--- src/rtl/fft_pkg.sv ---
// Shared definitions for the FFT frame arbiter: frame geometry, requester ids,
// arbiter state encoding and the round-robin pick rule.
package fft_pkg;

    localparam int FFT_FRAME_LEN  = 16;
    localparam int DATA_W_DEFAULT = 16;
    localparam int N_REQ          = 2;
    localparam int ID_W           = 1;

    typedef logic [ID_W-1:0] req_id_t;

    // One-hot, matching the encoding style of the core's own control FSM.
    typedef enum logic [1:0] {
        ST_IDLE = 2'b01,
        ST_FWD  = 2'b10
    } arb_state_t;

    // Round-robin: on a tie the requester that did not win last time goes next.
    function automatic req_id_t rr_pick(input logic [N_REQ-1:0] valid, input req_id_t last);
        req_id_t pick;
        if (valid == 2'b11) begin
            pick = ~last;
        end else if (valid[1]) begin
            pick = 1'b1;
        end else begin
            pick = 1'b0;
        end
        return pick;
    endfunction

endpackage

--- src/rtl/fft_owner_fifo.sv ---
// Small FIFO of requester ids, one entry per frame handed to the core and not
// yet returned. Push and pop in the same cycle leave the occupancy unchanged.
module fft_owner_fifo
    import fft_pkg::*;
#(
    parameter int DEPTH = 2
) (
    input  logic    clk,
    input  logic    reset_n,
    input  logic    push,
    input  req_id_t push_id,
    input  logic    pop,
    output req_id_t head_id,
    output logic    full,
    output logic    empty
);

    localparam int PTR_W = (DEPTH > 1) ? $clog2(DEPTH) : 1;
    localparam int OCC_W = $clog2(DEPTH + 1);

    req_id_t          mem [DEPTH];
    logic [PTR_W-1:0] wr_ptr;
    logic [PTR_W-1:0] rd_ptr;
    logic [OCC_W-1:0] count;
    logic             do_push;
    logic             do_pop;

    function automatic logic [PTR_W-1:0] ptr_inc(input logic [PTR_W-1:0] p);
        return (p == PTR_W'(DEPTH - 1)) ? '0 : p + PTR_W'(1);
    endfunction

    assign empty   = (count == '0);
    assign full    = (count == OCC_W'(DEPTH));
    assign do_pop  = pop & ~empty;
    // A pop frees the slot the simultaneous push lands in.
    assign do_push = push & (~full | do_pop);
    assign head_id = mem[rd_ptr];

    always_ff @(posedge clk or negedge reset_n) begin
        if (!reset_n) begin
            wr_ptr <= '0;
            rd_ptr <= '0;
            count  <= '0;
            for (int i = 0; i < DEPTH; i++) begin
                mem[i] <= '0;
            end
        end else begin
            if (do_push) begin
                mem[wr_ptr] <= push_id;
                wr_ptr      <= ptr_inc(wr_ptr);
            end
            if (do_pop) begin
                rd_ptr <= ptr_inc(rd_ptr);
            end
            case ({do_push, do_pop})
                2'b10:   count <= count + OCC_W'(1);
                2'b01:   count <= count - OCC_W'(1);
                default: count <= count;
            endcase
        end
    end

endmodule

--- src/rtl/fft_frame_arbiter.sv ---
// Round-robin arbiter sharing one 16-point FFT core between two requesters,
// granting whole input frames and routing each output frame back to its owner.
module fft_frame_arbiter
    import fft_pkg::*;
#(
    parameter int DATA_W    = DATA_W_DEFAULT,
    parameter int FRAME_LEN = FFT_FRAME_LEN,
    parameter int OQ_DEPTH  = 2
) (
    input  logic                clk,
    input  logic                reset_n,
    input  logic [1:0]          req_valid,
    input  logic [1:0]          req_push,
    input  logic [2*DATA_W-1:0] req_real,
    input  logic [2*DATA_W-1:0] req_imag,
    output logic [1:0]          req_stall,
    output logic                core_in_push,
    output logic [DATA_W-1:0]   core_in_real,
    output logic [DATA_W-1:0]   core_in_imag,
    input  logic                core_in_stall,
    input  logic                core_out_push,
    output logic                core_out_stall,
    output logic [1:0]          out_push,
    output logic                out_last,
    output logic                grant_busy,
    output logic                err_orphan
);

    localparam int               CW       = $clog2(FRAME_LEN);
    localparam logic [CW-1:0]    CNT_LAST = CW'(FRAME_LEN - 1);

    arb_state_t    state;
    arb_state_t    state_next;
    req_id_t       owner;
    req_id_t       last_grant;
    req_id_t       pick;
    req_id_t       q_head;
    logic [CW-1:0] in_cnt;
    logic [CW-1:0] out_cnt;
    logic          q_full;
    logic          q_empty;
    logic          grant_take;
    logic          in_accept;
    logic          in_last;
    logic          out_valid;
    logic          out_pop;

    assign pick       = rr_pick(req_valid, last_grant);
    assign grant_take = (state == ST_IDLE) & (|req_valid) & ~q_full;

    // Push/stall handshake on every port: a sample moves on the clock edge
    // where push is high and stall is low; stall is the receiver's not-ready.
    assign in_accept = (state == ST_FWD) & req_push[owner] & ~core_in_stall;
    assign in_last   = in_accept & (in_cnt == CNT_LAST);

    assign core_in_real = owner ? req_real[2*DATA_W-1:DATA_W] : req_real[DATA_W-1:0];
    assign core_in_imag = owner ? req_imag[2*DATA_W-1:DATA_W] : req_imag[DATA_W-1:0];

    always_comb begin
        state_next   = state;
        core_in_push = 1'b0;
        req_stall    = 2'b11;
        grant_busy   = 1'b0;
        case (state)
            ST_IDLE: begin
                if (grant_take) begin
                    state_next = ST_FWD;
                end
            end
            ST_FWD: begin
                grant_busy       = 1'b1;
                core_in_push     = req_push[owner];
                req_stall[owner] = core_in_stall;
                if (in_last) begin
                    state_next = ST_IDLE;
                end
            end
            default: state_next = ST_IDLE;
        endcase
    end

    always_ff @(posedge clk or negedge reset_n) begin
        if (!reset_n) begin
            state      <= ST_IDLE;
            owner      <= '0;
            last_grant <= '1;
            in_cnt     <= '0;
        end else begin
            state <= state_next;
            if (grant_take) begin
                owner      <= pick;
                last_grant <= pick;
            end
            // FRAME_LEN is a power of two, so the counter wraps on its own.
            if (in_accept) begin
                in_cnt <= in_cnt + CW'(1);
            end
        end
    end

    // Output side: the queue head names the owner of the frame now draining.
    assign out_valid      = core_out_push & ~q_empty;
    assign out_pop        = out_valid & (out_cnt == CNT_LAST);
    assign out_last       = out_pop;
    assign out_push       = {out_valid & q_head[0], out_valid & ~q_head[0]};
    assign core_out_stall = 1'b0;

    always_ff @(posedge clk or negedge reset_n) begin
        if (!reset_n) begin
            out_cnt    <= '0;
            err_orphan <= 1'b0;
        end else begin
            if (out_valid) begin
                out_cnt <= out_cnt + CW'(1);
            end
            if (core_out_push & q_empty) begin
                err_orphan <= 1'b1;
            end
        end
    end

    fft_owner_fifo #(
        .DEPTH(OQ_DEPTH)
    ) u_owner_fifo (
        .clk    (clk),
        .reset_n(reset_n),
        .push   (in_last),
        .push_id(owner),
        .pop    (out_pop),
        .head_id(q_head),
        .full   (q_full),
        .empty  (q_empty)
    );

endmodule

--- config.mk ---
export PLATFORM = sky130hd
export DESIGN_NAME = fft_frame_arbiter
export DESIGN_NICKNAME = d
export VERILOG_FILES = /design/src/rtl/fft_pkg.sv /design/src/rtl/fft_owner_fifo.sv /design/src/rtl/fft_frame_arbiter.sv
export SDC_FILE = /design/constraint.sdc
export NUM_CORES = 1
export LEC_CHECK = 0
export BUFFER_PORTS_ARGS = -buffer_cell sky130_fd_sc_hd__buf_2
export CORE_ASPECT_RATIO = 1.1
export CORE_MARGIN = 2
export CORE_UTILIZATION = 35
export DETAILED_ROUTE_END_ITERATION = 8
export GPL_ROUTABILITY_DRIVEN = 0
export GPL_TIMING_DRIVEN = 0
export PLACE_DENSITY = 0.74
export SKIP_CTS_REPAIR_TIMING = 1
export SLEW_MARGIN = 20
export SYNTH_ARGS = -nofsm -noshare
export SYNTH_HDL_FRONTEND = slang
export SYNTH_HIERARCHICAL = 1
export SYNTH_SLANG_ARGS = --single-unit
--- constraint.sdc ---
create_clock -name clk -period 3.24 [get_ports clk]
set_input_delay 0.972 -clock clk [delete_from_list [all_inputs] [get_ports clk]]
set_output_delay 0.972 -clock clk [all_outputs]
set_load 0.05 [all_outputs]
==> reports/qor.csv <==
stage;metric;value;unit
outcome;status;finished, final reports clean;
clock_network;clkSinkCount;19;
yosys;netlist_area;0.001318;mm^2
yosys;synth_top_area_frac;0.3229;
finish;syn2layout_area_growth;50.52;%
floorplan;num_rows;23;
global_routing;antenna_found_initial;0;
clock_network;cts_buffer_depth;2;
timing;fmax;335.8;MHz
floorplan;top_level_ports;113;
global_routing;grt_pass1_vias;1222;
yosys;syn_avg_cell_area;10.80;um^2
drt;route.detailed.drc;0;
finish;finalNetCount;312;
place;port_buffers;111;
timing;period_minus_slack;2978;ps
drt;wl_per_cell;12.58;um
yosys;synth-seq-cells;19;
drt;drt_first_iter_violations;28;
timing;drv_slew;0;
critical_path;critPathArrivalTime;2010;ps
timing;hold_viol;0;
place;hpwl;3075;um
clock_network;cts_max_level;1;
floorplan;die-area;0.004272;mm^2
finish;drive_gt1_frac;0.6793;
yosys;yosys-top-cells-area;dfrtp_1, mux2_2, xnor2_1, dfstp_2, nand2_1;
floorplan;die_w;62.50;um
yosys;synth_cell_type_count;34;
global_routing;grt_max_degree;20;
power;p_leak;1.019;nW
place;place_ws;126.8;ps
global_routing;met3_usage;0.03454;
drt;via_per_inst;4.502;
clock_network;cts_tree;done;
place;placed_area;0.001936;mm^2
hold_path;hp-class;flop to flop;
floorplan;die_y;68.35;um
finish;final_area;0.001983;mm^2
power;power_density;777.5;mW/mm^2
drt;ant_nets;0;
critical_path;criticalPathCategory;primary input to primary output;
critical_path;critPathLaunchType;primary input;
yosys;synth.net_count;196;
power;vdd.ir_drop.worst;233.3;uV
yosys;synth_largest_area_cell;dfrtp_1;
timing;fin_crit_sh;0.9192;
drt;first_pass_iters;4;
global_routing;grt.met1_usage;0.1949;
global_routing;grt_pass1_wl;5506;um
clock_network;cts_made_buffers;3;
timing;fin_skew;0.9134;ps
global_routing;met2_usage;0.2970;
yosys;syn_inst;122;
global_routing;grt-ovfl-total;0;
global_routing;track_usage;0.1616;
timing;setup_ws;261.9;ps
clock_network;clk_pin_slew;70;ps
global_routing;grt-busiest-layer;met2;
yosys;ys_warn_count;6;
timing;setup_tns;0;ps
clock_network;clock_latency;250;ps
yosys;ys_seq_area_frac;0.3628;
run;maxCapViolCount;0;
timing;rsz0062_at_grt;no;
timing;final-setup-viol-count;0;
drt;via_count;1292;
floorplan;core;0.003626;mm^2
floorplan;start_util;0.3634;
finish;diodes;0;
clock_network;cts_root_buffer;clkbuf_8;
critical_path;worstPathRequired;2270;ps
drt;drt-total-wl;3610;um
critical_path;crit_path_end_kind;primary output;
timing;hold_ws;473.9;ps
critical_path;cp_max_fo;6;
## metal layers
layer / up-vias / wire length (um)
li1: 653 / -
met1: 582 / 1475
met2: 55 / 1842
met3: 2 / 282
met4: 0 / 10
met5: - / 0
## critical path: stages
cell	delay [ps]
buf_2	80
nor2b_2	250
nand2_1	120
nor2_1	260
buf_2	320
## cell families after synthesis
logic type,after synthesis,synth area share
muxes,39,0.3314
and+or+nand+nor,34,0.1453
DFF,19,0.3628
AOI/OAI and AO/OA,10,0.05129
buffers and inverters,9,0.03418
xor gates and xnor gates,8,0.05318
adders and majority gates,2,0.01899
other,1,0.002846
## cell type report
cell class / count / area, um^2
Fill cell: 333 / 1643
Clock buffer: 4 / 45.04
Buffer: 5 / 30.03
Timing Repair Buffer: 111 / 555.5
Tap cell: 50 / 62.56
Multi-Input combinational cell: 94 / 797.0
Inverter: 4 / 15.01
Sequential cell: 19 / 478.0
## cell usage in the layout, fill, tap and decap left out, types with 3 or more instances in the layout
master / synthesis / routed
nand2_1: 7 / 7
inv_1: 4 / 4
nor2_1: 7 / 7
dfrtp_1: 17 / 17
o21ai_0: 3 / 3
buf_2: 3 / 114
nand2b_1: 4 / 4
mux2_2: 35 / 35
xnor2_1: 7 / 7
clkbuf_8: 0 / 3
## cells in the mapped netlist
library cell and instances:
mux2_2 35, dfrtp_1 17, nand2_1 7, nor2_1 7, xnor2_1 7, inv_1 4, nand2b_1 4, buf_2 3
nor2b_1 3, o21ai_0 3, a21oi_1 2, buf_4 2, dfstp_2 2, ha_1 2, mux2_1 2, mux2i_1 2
nand3_1 2, nand4_1 2, a21o_1 1, a22oi_1 1, and2_1 1, conb_1 1, nand3_2 1, nand3b_1 1
nand3b_2 1, nor3_1 1, nor3b_1 1, o211a_1 1, o21ba_2 1, o21bai_1 1, or2_0 1, or3b_4 1
or4_1 1, xor2_1 1
## sequential cells by signal (all words and copies together), names as in the netlist
signal	flops
in_cnt	4
out_cnt	4
state	2
u_owner_fifo/count	2
u_owner_fifo/mem	2
err_orphan	1
last_grant	1
owner	1
u_owner_fifo/rd_ptr	1
u_owner_fifo/wr_ptr	1
## stage by stage
stage | power (mW) | std cells | util
floorplan | 1.165 | 122 | -
global placement | 1.377 | 283 | 0.5338
detailed placement | 1.388 | 283 | 0.5338
CTS | 1.554 | 287 | 0.5462
global route | 1.631 | 287 | 0.5469
finish | 1.542 | 287 | 0.5469
## final timing paths
check	start	to	slack (ps)	depth (start not counted)
hold / removal	err_orphan	err_orphan	470	1
hold reg to reg	err_orphan	err_orphan	470	1
max in group asynchronous	reset_n	state[0]	2260	1
setup reg to reg	owner	u_owner_fifo/count[1]	1200	7
setup / recovery	core_out_push	out_last	260	5
min in group asynchronous	reset_n	u_owner_fifo/count[1]	650	1
## where the power goes
part           total (mW)  switching (mW)  internal [mW]  leakage (nW)
Sequential          0.334          0.0392          0.295         0.242
Clock               0.161          0.0739         0.0872        0.0228
Combinational        1.05           0.702          0.344         0.754
Total                1.54           0.815          0.726          1.02
Note: power is estimated with default switching activity, not from simulation.
